===== config.mk =====
export PLATFORM = sky130hd
export DESIGN_NAME = sram_weight_reader
export DESIGN_NICKNAME = d
export VERILOG_FILES = /design/src/rtl/sram_weight_reader_pkg.sv /design/src/rtl/sram_weight_reader_sync_fifo.sv /design/src/rtl/sram_weight_reader.sv
export SDC_FILE = /design/constraint.sdc
export NUM_CORES = 1
export LEC_CHECK = 0
export CAP_MARGIN = 20
export CELL_PAD_IN_SITES_DETAIL_PLACEMENT = 0
export CELL_PAD_IN_SITES_GLOBAL_PLACEMENT = 1
export CORE_MARGIN = 2
export CORE_UTILIZATION = 40
export DETAILED_ROUTE_END_ITERATION = 7
export PLACE_DENSITY_LB_ADDON = 0.1
export SLEW_MARGIN = 40
export SYNTH_ARGS = -nofsm -noshare
export SYNTH_HDL_FRONTEND = slang
export SYNTH_SLANG_ARGS = --single-unit

===== constraint.sdc =====
create_clock -name clk -period 3.97 [get_ports clk]
set_input_delay 0.5955 -clock clk [delete_from_list [all_inputs] [get_ports clk]]
set_output_delay 0.5955 -clock clk [all_outputs]
set_load 0.005 [all_outputs]

===== src/rtl/sram_weight_reader_pkg.sv =====
// Shared types and defaults for the SRAM weight reader.
// Holds the FSM state encoding, width defaults and the length field width.
package sram_weight_reader_pkg;

    localparam int ADDR_W_DEF = 16;
    localparam int DATA_W_DEF = 32;
    localparam int DEPTH_DEF  = 16384;
    localparam int LEN_W      = 15;

    typedef enum logic [1:0] {
        ST_IDLE,
        ST_RUN,
        ST_DRAIN,
        ST_DONE
    } state_e;

endpackage


===== src/rtl/sram_weight_reader_sync_fifo.sv =====
// Synchronous FIFO used as the reader's output beat buffer.
// Ports: clk, rst (sync, active high), push/wdata, pop/rdata, empty, count.
module sync_fifo #(
    parameter int WIDTH = 8,
    parameter int DEPTH = 4,
    parameter int CNT_W = $clog2(DEPTH + 1)
) (
    input  logic             clk,
    input  logic             rst,
    input  logic             push,
    input  logic [WIDTH-1:0] wdata,
    input  logic             pop,
    output logic [WIDTH-1:0] rdata,
    output logic             empty,
    output logic [CNT_W-1:0] count
);

    localparam int PTR_W = (DEPTH > 1) ? $clog2(DEPTH) : 1;

    logic [WIDTH-1:0] mem_q [DEPTH];
    logic [PTR_W-1:0] wr_ptr_q, wr_ptr_d;
    logic [PTR_W-1:0] rd_ptr_q, rd_ptr_d;
    logic [CNT_W-1:0] count_q, count_d;
    logic             full;
    logic             do_push;
    logic             do_pop;

    function automatic logic [PTR_W-1:0] ptr_inc(input logic [PTR_W-1:0] p);
        if (p == PTR_W'(DEPTH - 1)) begin
            return '0;
        end
        return p + PTR_W'(1);
    endfunction

    assign empty   = (count_q == '0);
    assign full    = (count_q == CNT_W'(DEPTH));
    assign do_push = push && !full;
    assign do_pop  = pop && !empty;
    assign rdata   = mem_q[rd_ptr_q];
    assign count   = count_q;

    always_comb begin
        wr_ptr_d = wr_ptr_q;
        rd_ptr_d = rd_ptr_q;
        count_d  = count_q;
        if (do_push) begin
            wr_ptr_d = ptr_inc(wr_ptr_q);
        end
        if (do_pop) begin
            rd_ptr_d = ptr_inc(rd_ptr_q);
        end
        // Push and pop together leave occupancy unchanged.
        unique case ({do_push, do_pop})
            2'b10:   count_d = count_q + CNT_W'(1);
            2'b01:   count_d = count_q - CNT_W'(1);
            default: count_d = count_q;
        endcase
    end

    always_ff @(posedge clk) begin
        if (rst) begin
            wr_ptr_q <= '0;
            rd_ptr_q <= '0;
            count_q  <= '0;
        end else begin
            wr_ptr_q <= wr_ptr_d;
            rd_ptr_q <= rd_ptr_d;
            count_q  <= count_d;
        end
    end

    always_ff @(posedge clk) begin
        if (do_push) begin
            mem_q[wr_ptr_q] <= wdata;
        end
    end

endmodule


===== src/rtl/sram_weight_reader.sv =====
// Streams word pairs from a dual-port read-only SRAM into a valid/ready beat stream.
// Ports: start/base_addr/length launch, busy/done status, SRAM ports 0/1, out_* beat stream.
module sram_weight_reader
    import sram_weight_reader_pkg::*;
#(
    parameter int ADDR_W     = ADDR_W_DEF,
    parameter int DATA_W     = DATA_W_DEF,
    parameter int DEPTH      = DEPTH_DEF,
    parameter int FIFO_DEPTH = 4
) (
    input  logic                clk,
    input  logic                rst,
    input  logic                start,
    input  logic [ADDR_W-1:0]   base_addr,
    input  logic [LEN_W-1:0]    length,
    output logic                busy,
    output logic                done,
    output logic [3:0]          wea0,
    output logic [3:0]          wea1,
    output logic [ADDR_W-1:0]   addr0,
    output logic [ADDR_W-1:0]   addr1,
    output logic [DATA_W-1:0]   wdata0,
    output logic [DATA_W-1:0]   wdata1,
    input  logic [DATA_W-1:0]   rdata0,
    input  logic [DATA_W-1:0]   rdata1,
    output logic                out_valid,
    input  logic                out_ready,
    output logic [2*DATA_W-1:0] out_data,
    output logic [1:0]          out_mask,
    output logic                out_last
);

    localparam int FW    = 2 * DATA_W + 3;
    localparam int CNT_W = $clog2(FIFO_DEPTH + 1);
    localparam logic [ADDR_W:0] DEPTH_V = (ADDR_W + 1)'(DEPTH);

    state_e             state_q, state_d;
    logic [ADDR_W-1:0]  ptr_q, ptr_d;
    logic [LEN_W-1:0]   left_q, left_d;
    logic [ADDR_W-1:0]  addr0_q, addr0_d;
    logic [ADDR_W-1:0]  addr1_q, addr1_d;
    logic               iss_q, iss_d;
    logic               cap_q, cap_d;
    logic [2:0]         iss_meta_q, iss_meta_d;
    logic [2:0]         cap_meta_q, cap_meta_d;

    logic               issue;
    logic [ADDR_W-1:0]  cur_addr;
    logic [LEN_W-1:0]   cur_left;
    logic               two_left;
    logic [31:0]        occ;
    logic               room;
    logic [FW-1:0]      fifo_wdata;
    logic [FW-1:0]      fifo_rdata;
    logic               fifo_empty;
    logic [CNT_W-1:0]   fifo_count;
    logic               beat_fire;

    function automatic logic [ADDR_W-1:0] wrap_add(
        input logic [ADDR_W-1:0] a,
        input logic [1:0]        inc
    );
        logic [ADDR_W:0] s;
        s = {1'b0, a} + {{(ADDR_W - 1){1'b0}}, inc};
        if (s >= DEPTH_V) begin
            s = s - DEPTH_V;
        end
        return s[ADDR_W-1:0];
    endfunction

    assign wea0   = 4'b0000;
    assign wea1   = 4'b0000;
    assign wdata0 = '0;
    assign wdata1 = '0;
    assign addr0  = addr0_q;
    assign addr1  = addr1_q;
    assign busy   = (state_q != ST_IDLE);

    // Reads in flight count against buffer space so a push always fits.
    assign occ  = 32'(fifo_count) + 32'(iss_q) + 32'(cap_q);
    assign room = (occ < 32'(FIFO_DEPTH));

    // The launch cycle issues straight from the inputs so the first beat
    // appears two edges after start is accepted.
    assign cur_addr = (state_q == ST_IDLE) ? base_addr : ptr_q;
    assign cur_left = (state_q == ST_IDLE) ? length : left_q;
    assign two_left = (cur_left >= LEN_W'(2));

    always_comb begin
        state_d    = state_q;
        ptr_d      = ptr_q;
        left_d     = left_q;
        addr0_d    = addr0_q;
        addr1_d    = addr1_q;
        iss_meta_d = iss_meta_q;
        issue      = 1'b0;
        done       = 1'b0;

        unique case (state_q)
            ST_IDLE: begin
                if (start) begin
                    if (length == '0) begin
                        state_d = ST_DONE;
                    end else begin
                        issue = 1'b1;
                    end
                end
            end
            ST_RUN: begin
                issue = room;
            end
            ST_DRAIN: begin
                if (beat_fire && out_last) begin
                    state_d = ST_DONE;
                end
            end
            ST_DONE: begin
                done    = 1'b1;
                state_d = ST_IDLE;
            end
            default: state_d = ST_IDLE;
        endcase

        if (issue) begin
            addr0_d    = cur_addr;
            addr1_d    = wrap_add(cur_addr, 2'd1);
            ptr_d      = wrap_add(cur_addr, 2'd2);
            left_d     = cur_left - (two_left ? LEN_W'(2) : LEN_W'(1));
            // {last, mask}
            iss_meta_d = {(cur_left <= LEN_W'(2)), (two_left ? 2'b11 : 2'b01)};
            state_d    = (cur_left <= LEN_W'(2)) ? ST_DRAIN : ST_RUN;
        end

        iss_d      = issue;
        cap_d      = iss_q;
        cap_meta_d = iss_meta_q;
    end

    always_ff @(posedge clk) begin
        if (rst) begin
            state_q    <= ST_IDLE;
            ptr_q      <= '0;
            left_q     <= '0;
            addr0_q    <= '0;
            addr1_q    <= '0;
            iss_q      <= 1'b0;
            cap_q      <= 1'b0;
            iss_meta_q <= '0;
            cap_meta_q <= '0;
        end else begin
            state_q    <= state_d;
            ptr_q      <= ptr_d;
            left_q     <= left_d;
            addr0_q    <= addr0_d;
            addr1_q    <= addr1_d;
            iss_q      <= iss_d;
            cap_q      <= cap_d;
            iss_meta_q <= iss_meta_d;
            cap_meta_q <= cap_meta_d;
        end
    end

    // SRAM samples the address one edge after issue; data is pushed on the next.
    assign fifo_wdata = {cap_meta_q, rdata1, rdata0};

    sync_fifo #(
        .WIDTH (FW),
        .DEPTH (FIFO_DEPTH),
        .CNT_W (CNT_W)
    ) u_fifo (
        .clk   (clk),
        .rst   (rst),
        .push  (cap_q),
        .wdata (fifo_wdata),
        .pop   (beat_fire),
        .rdata (fifo_rdata),
        .empty (fifo_empty),
        .count (fifo_count)
    );

    assign out_valid = !fifo_empty;
    assign beat_fire = out_valid && out_ready;
    assign out_data  = out_valid ? fifo_rdata[2*DATA_W-1:0] : '0;
    assign out_mask  = out_valid ? fifo_rdata[2*DATA_W+1:2*DATA_W] : 2'b00;
    assign out_last  = out_valid && fifo_rdata[2*DATA_W+2];

endmodule


==> summary by stage <==
GRT
The first-pass GRT wire length is between 50 and 60 mm. Entering global routing, the biggest net connects 70 pins. The via count of the first global-routing pass is 10,100. Global routing finished with a remaining overflow of 0. In the global route stage, overall resource usage came out at roughly 18%.

The initial antenna violation count came to 0.

STA
The final count of pins violating max slew is 0. In this run the tightest slew margin relative to its limit is 45.2%. For the final database, setup skew stands at 0.00732 ns. Based on the critical path, the design can be clocked at up to roughly 280 MHz.

The worst-margin pin slew is ~0.82 ns. The worst path meets setup with ~0.4 ns of slack. The number of setup violations in the final report is 0. Setup repair after global routing left no endpoint under its margin. The final hold violation count is 0.

For the final routed database, the setup TNS stands at 0 ns. The smallest clock period supported by the final layout is computed as about 3.6 ns. The worst path uses between 90 and 100% of the clock period.

Floorplan
The overall die height is roughly 200 um. The initial utilization of the core area, before any placement, comes to around 41%. The die covers 40,800 um^2.

The standard cell core area is 38,600 um^2. In this run the horizontal extent of the chip is between 200 and 250 um. The I/O pin total is between 200 and 300. The row count is 72.

Finish
Relative to the synthesized area, the layout overhead comes to 24.8%. For this run, the share of the core covered by cells in the final layout is 50.6%. The post-route netlist has 14.7% of its cells at a drive strength greater than 1. The filler cell count is 3,383.

The repair_antennas step left the layout with diodes totalling 0. The net count of the finished layout is ~1,500. The non-filler instance count after layout is roughly 1,900.

Setup path
The largest driver fanout on the critical path is 4. In this run the critical register-to-register path is captured at ptr_q[14]$_SDFFE_PP0P_. The critical path startpoint is length[8]. The required time at the endpoint of the critical path is 4.43 ns. The number of buffers and inverters on the critical path is 4. For flop-to-flop paths, the worst setup slack is between 0.3 and 0.4 ns.

The startpoint-to-endpoint class of the critical path is in -> reg. In this run the number of cells on the critical path is 15. The signal on the critical path passes through clkdlybuf4s50_1 > nor3_1 > mux2i_1 > or3b_1 > nor4_2 > and2_1 > ha_1 > inv_1 > fa_1 > inv_1 > o211ai_1 > buf_4 > nor4_1 > o211ai_1 > a31oi_1. The largest single stage delay on the critical path is 0.42 ns. For the worst flop-to-flop path, the logic depth is 16. The worst endpoint data arrival time is between 4 and 5 ns. The worst register-to-register path begins at state_q[1]$_SDFFE_PP0P_. The cell with the largest stage delay on the worst path is sky130_fd_sc_hd__clkdlybuf4s50_1. Following the worst setup path forward leads to its endpoint at left_q[12]$_SDFFE_PP0P_.

The kind of cell adding the most delay to the critical path is simple AND/OR/NAND/NOR gates. The type of origin of the critical path is a primary input. The element type at the critical path end is a flip-flop.

CTS
The CTS buffer count is 38. The clock passes through at most 3 buffers. The buffers inserted during post-CTS setup optimization is 0. TritonCTS built the clock tree. The tree built by TritonCTS fans out to 349 sinks. The number of levels in the clock H-tree is 2. The clock-pin slew of the registers on the worst-case setup and hold paths is 0.06 ns.

The clock root buffer is sky130_fd_sc_hd__clkbuf_16. Clock latency on the worst-skew pair, taken at its later pin, is 0.54 ns.

Status
The run finished with clean final reports.

Routing
The routed via count divided by cell count is 5.08. The final routed wirelength across all metal layers is 37.1 mm. The number of DRC markers after the initial detailed-route iteration is approximately 550. The number of iterations in the first detailed-routing pass is 5. For this run, design rule violations remaining after detail routing come to 0.

The total vias in the final route is approximately 10,000. The count of antenna-violating nets left after detailed routing is 0. In the final routed layout, each cell accounts on average for 19.3 um.

Synthesis
Summing every instance area after synthesis gives ~16,000 um^2. Synthesis produced about 1,100 cells. For this run, the number of Yosys warnings is 0. For this run, the register share of the synthesized area comes to about three fifths. Counting flops with a built-in enable in the synthesized netlist gives between 200 and 300. The synthesized design contains 349 register bits.

The average cell area after synthesis is about 14 um^2. Counting flops with an async set or reset pin after synthesis yields a share of 0%. Yosys mapped the design onto 65 distinct sky130hd cell types. The most common flop cell mapped by yosys is sky130_fd_sc_hd__edfxtp_1.

Job
The number of maximum-capacitance violations is 0.

Placement
The estimated wirelength of the detail-placed design is between 20 and 25 mm. The cell count after placement is between 1,500 and 2,000. The congestion estimate from routability-driven global placement came to between 0.8 and 0.9.

Before CTS, the worst setup slack after placement is -0.280 ns. The count of input and output buffers is 200.

Worst hold path
The worst hold path class is reg -> reg.

Power
The leakage power is approximately 6.6 nW. For this design the ratio of total power to cell area is 646 nW/um^2. Across the VDD grid, the largest voltage drop is around 0.36 mV.

The overall power consumption is roughly 13 mW.
-- cells by family (layout without fill, tap and decap cells) --
logic type / count (synthesis) / count (layout) / share of synthesized area (%)
flops: 349 / 349 / 61.7
simple gates: 304 / 304 / 10.3
compound gates: 186 / 186 / 7.74
buf+inv: 153 / 352 / 5.65
mux: 93 / 93 / 11.3
xor+xnor: 33 / 33 / 1.84
fa+ha+maj: 17 / 17 / 1.45
other cells: 1 / 72 / 0.0239
-- per-stage QoR --
step	hold slack, ns	area (um^2)
after floorplan	0.428	15900
after global placement	0.441	18400
after detailed placement	0.445	18400
after CTS	0.453	19500
after global routing	0.469	19600
final	0.449	19600
-- area by class of cell --
type	instances	area (um^2)	area share, %
tap	518	648	3.31
clock inverter	12	104	0.531
sequential	349	9680	49.5
clock buffer	55	1040	5.30
timing repair buffer	269	2610	13.3
multi-input combinational	705	5430	27.8
inverter	16	60.1	0.307
-- how the worst min path moves through the flow --
stage	to	cells past startpoint	startpoint	slack (ns)
floorplan	ptr_q[13]$_SDFFE_PP0P_	2	ptr_q[13]$_SDFFE_PP0P_	0.43
global placement	addr1[4]$_SDFFE_PP0P_	2	addr1[4]$_SDFFE_PP0P_	0.44
detailed placement	cap_meta_d[2]$_SDFFE_PP0P_	2	cap_meta_d[2]$_SDFFE_PP0P_	0.45
CTS	cap_meta_d[2]$_SDFFE_PP0P_	2	cap_meta_d[2]$_SDFFE_PP0P_	0.45
global route	cap_meta_d[2]$_SDFFE_PP0P_	2	cap_meta_d[2]$_SDFFE_PP0P_	0.47
finish	cap_meta_d[2]$_SDFFE_PP0P_	2	cap_meta_d[2]$_SDFFE_PP0P_	0.45
-- worst reg2reg max path: stages (launching register included) --
cell and delay [ns]:
sky130_fd_sc_hd__dfxtp_1 0.35, sky130_fd_sc_hd__nor2_4 0.25, sky130_fd_sc_hd__buf_12 0.26, sky130_fd_sc_hd__mux2i_1 0.14, sky130_fd_sc_hd__inv_1 0.13, sky130_fd_sc_hd__ha_1 0.24, sky130_fd_sc_hd__o211ai_1 0.11, sky130_fd_sc_hd__o22a_1 0.23
sky130_fd_sc_hd__or4b_1 0.54, sky130_fd_sc_hd__xnor2_1 0.17, sky130_fd_sc_hd__ha_1 0.15, sky130_fd_sc_hd__nand2_1 0.05, sky130_fd_sc_hd__nor2_1 0.08, sky130_fd_sc_hd__o2111ai_1 0.15, sky130_fd_sc_hd__a2111oi_4 0.33, sky130_fd_sc_hd__nand4b_1 0.15
sky130_fd_sc_hd__a31oi_1 0.17
-- routing by layer --
layer	global-route usage, %	up-vias	part of all wire [%]
li1	-	4644	-
met1	24.6	4856	44
met2	30.6	231	49
met3	3.03	48	5.4
met4	5.46	0	1.9
met5	0	-	0
-- synthesized netlist by cell type, types with 17 or more instances --
cell type                  number  area [um^2]
sky130_fd_sc_hd__mux4_2        67         1510
sky130_fd_sc_hd__clkbuf_1      44          165
sky130_fd_sc_hd__xor2_1        17          149
sky130_fd_sc_hd__a21oi_1       55          275
sky130_fd_sc_hd__buf_4         74          556
sky130_fd_sc_hd__nand2_1       85          319
sky130_fd_sc_hd__and2_1        76          475
sky130_fd_sc_hd__nor3_1        18         90.1
sky130_fd_sc_hd__edfxtp_1     268         8050
sky130_fd_sc_hd__o211ai_1      20          150
sky130_fd_sc_hd__a211oi_1      20          150
sky130_fd_sc_hd__mux2i_1       23          230
sky130_fd_sc_hd__dfxtp_1       81         1620
sky130_fd_sc_hd__o21ai_0       36          180
sky130_fd_sc_hd__nor2_1        48          180
-- timing repair --
action                     4_1_cts  5_1_grt
resized for setup                0        2
hold buffers                     0        0
setup endpoints to repair        0        4
-- where the power goes --
| part | internal, mW | total [mW] | switching (mW) |
|---|---|---|---|
| clock | 1.88 | 3.26 | 1.37 |
| combinational | 2.31 | 4.68 | 2.37 |
| sequential | 4.37 | 4.69 | 0.325 |
-- flip-flops by register name (all words and copies together) (netlist names), named ones only --
name / count
u_fifo.wr_ptr_q: 2
left_q: 15
u_fifo.count: 3
u_fifo.mem_q: 268
addr1: 16
addr0: 15
u_fifo.rd_ptr_q: 2
state_q: 2
cap_meta_q: 3
cap_meta_d: 3
ptr_q: 16
cap_q: 1
cap_d: 1
-- cell usage in the layout (no fill, tap or decap), types with 16 or more instances in the layout --
cell                              instances
sky130_fd_sc_hd__a211oi_1                20
sky130_fd_sc_hd__a21oi_1                 54
sky130_fd_sc_hd__and2_1                  76
sky130_fd_sc_hd__buf_4                   63
sky130_fd_sc_hd__clkbuf_1                16
sky130_fd_sc_hd__clkbuf_16               39
sky130_fd_sc_hd__clkdlybuf4s50_1        199
sky130_fd_sc_hd__conb_1                  72
sky130_fd_sc_hd__dfxtp_1                 79
sky130_fd_sc_hd__edfxtp_1               268
sky130_fd_sc_hd__mux2i_1                 23
sky130_fd_sc_hd__mux4_2                  67
sky130_fd_sc_hd__nand2_1                 85
sky130_fd_sc_hd__nor2_1                  47
sky130_fd_sc_hd__nor3_1                  18
sky130_fd_sc_hd__o211ai_1                20
sky130_fd_sc_hd__o21ai_0                 36
sky130_fd_sc_hd__xnor2_1                 16
sky130_fd_sc_hd__xor2_1                  17
(Power assumes the default switching activity.)
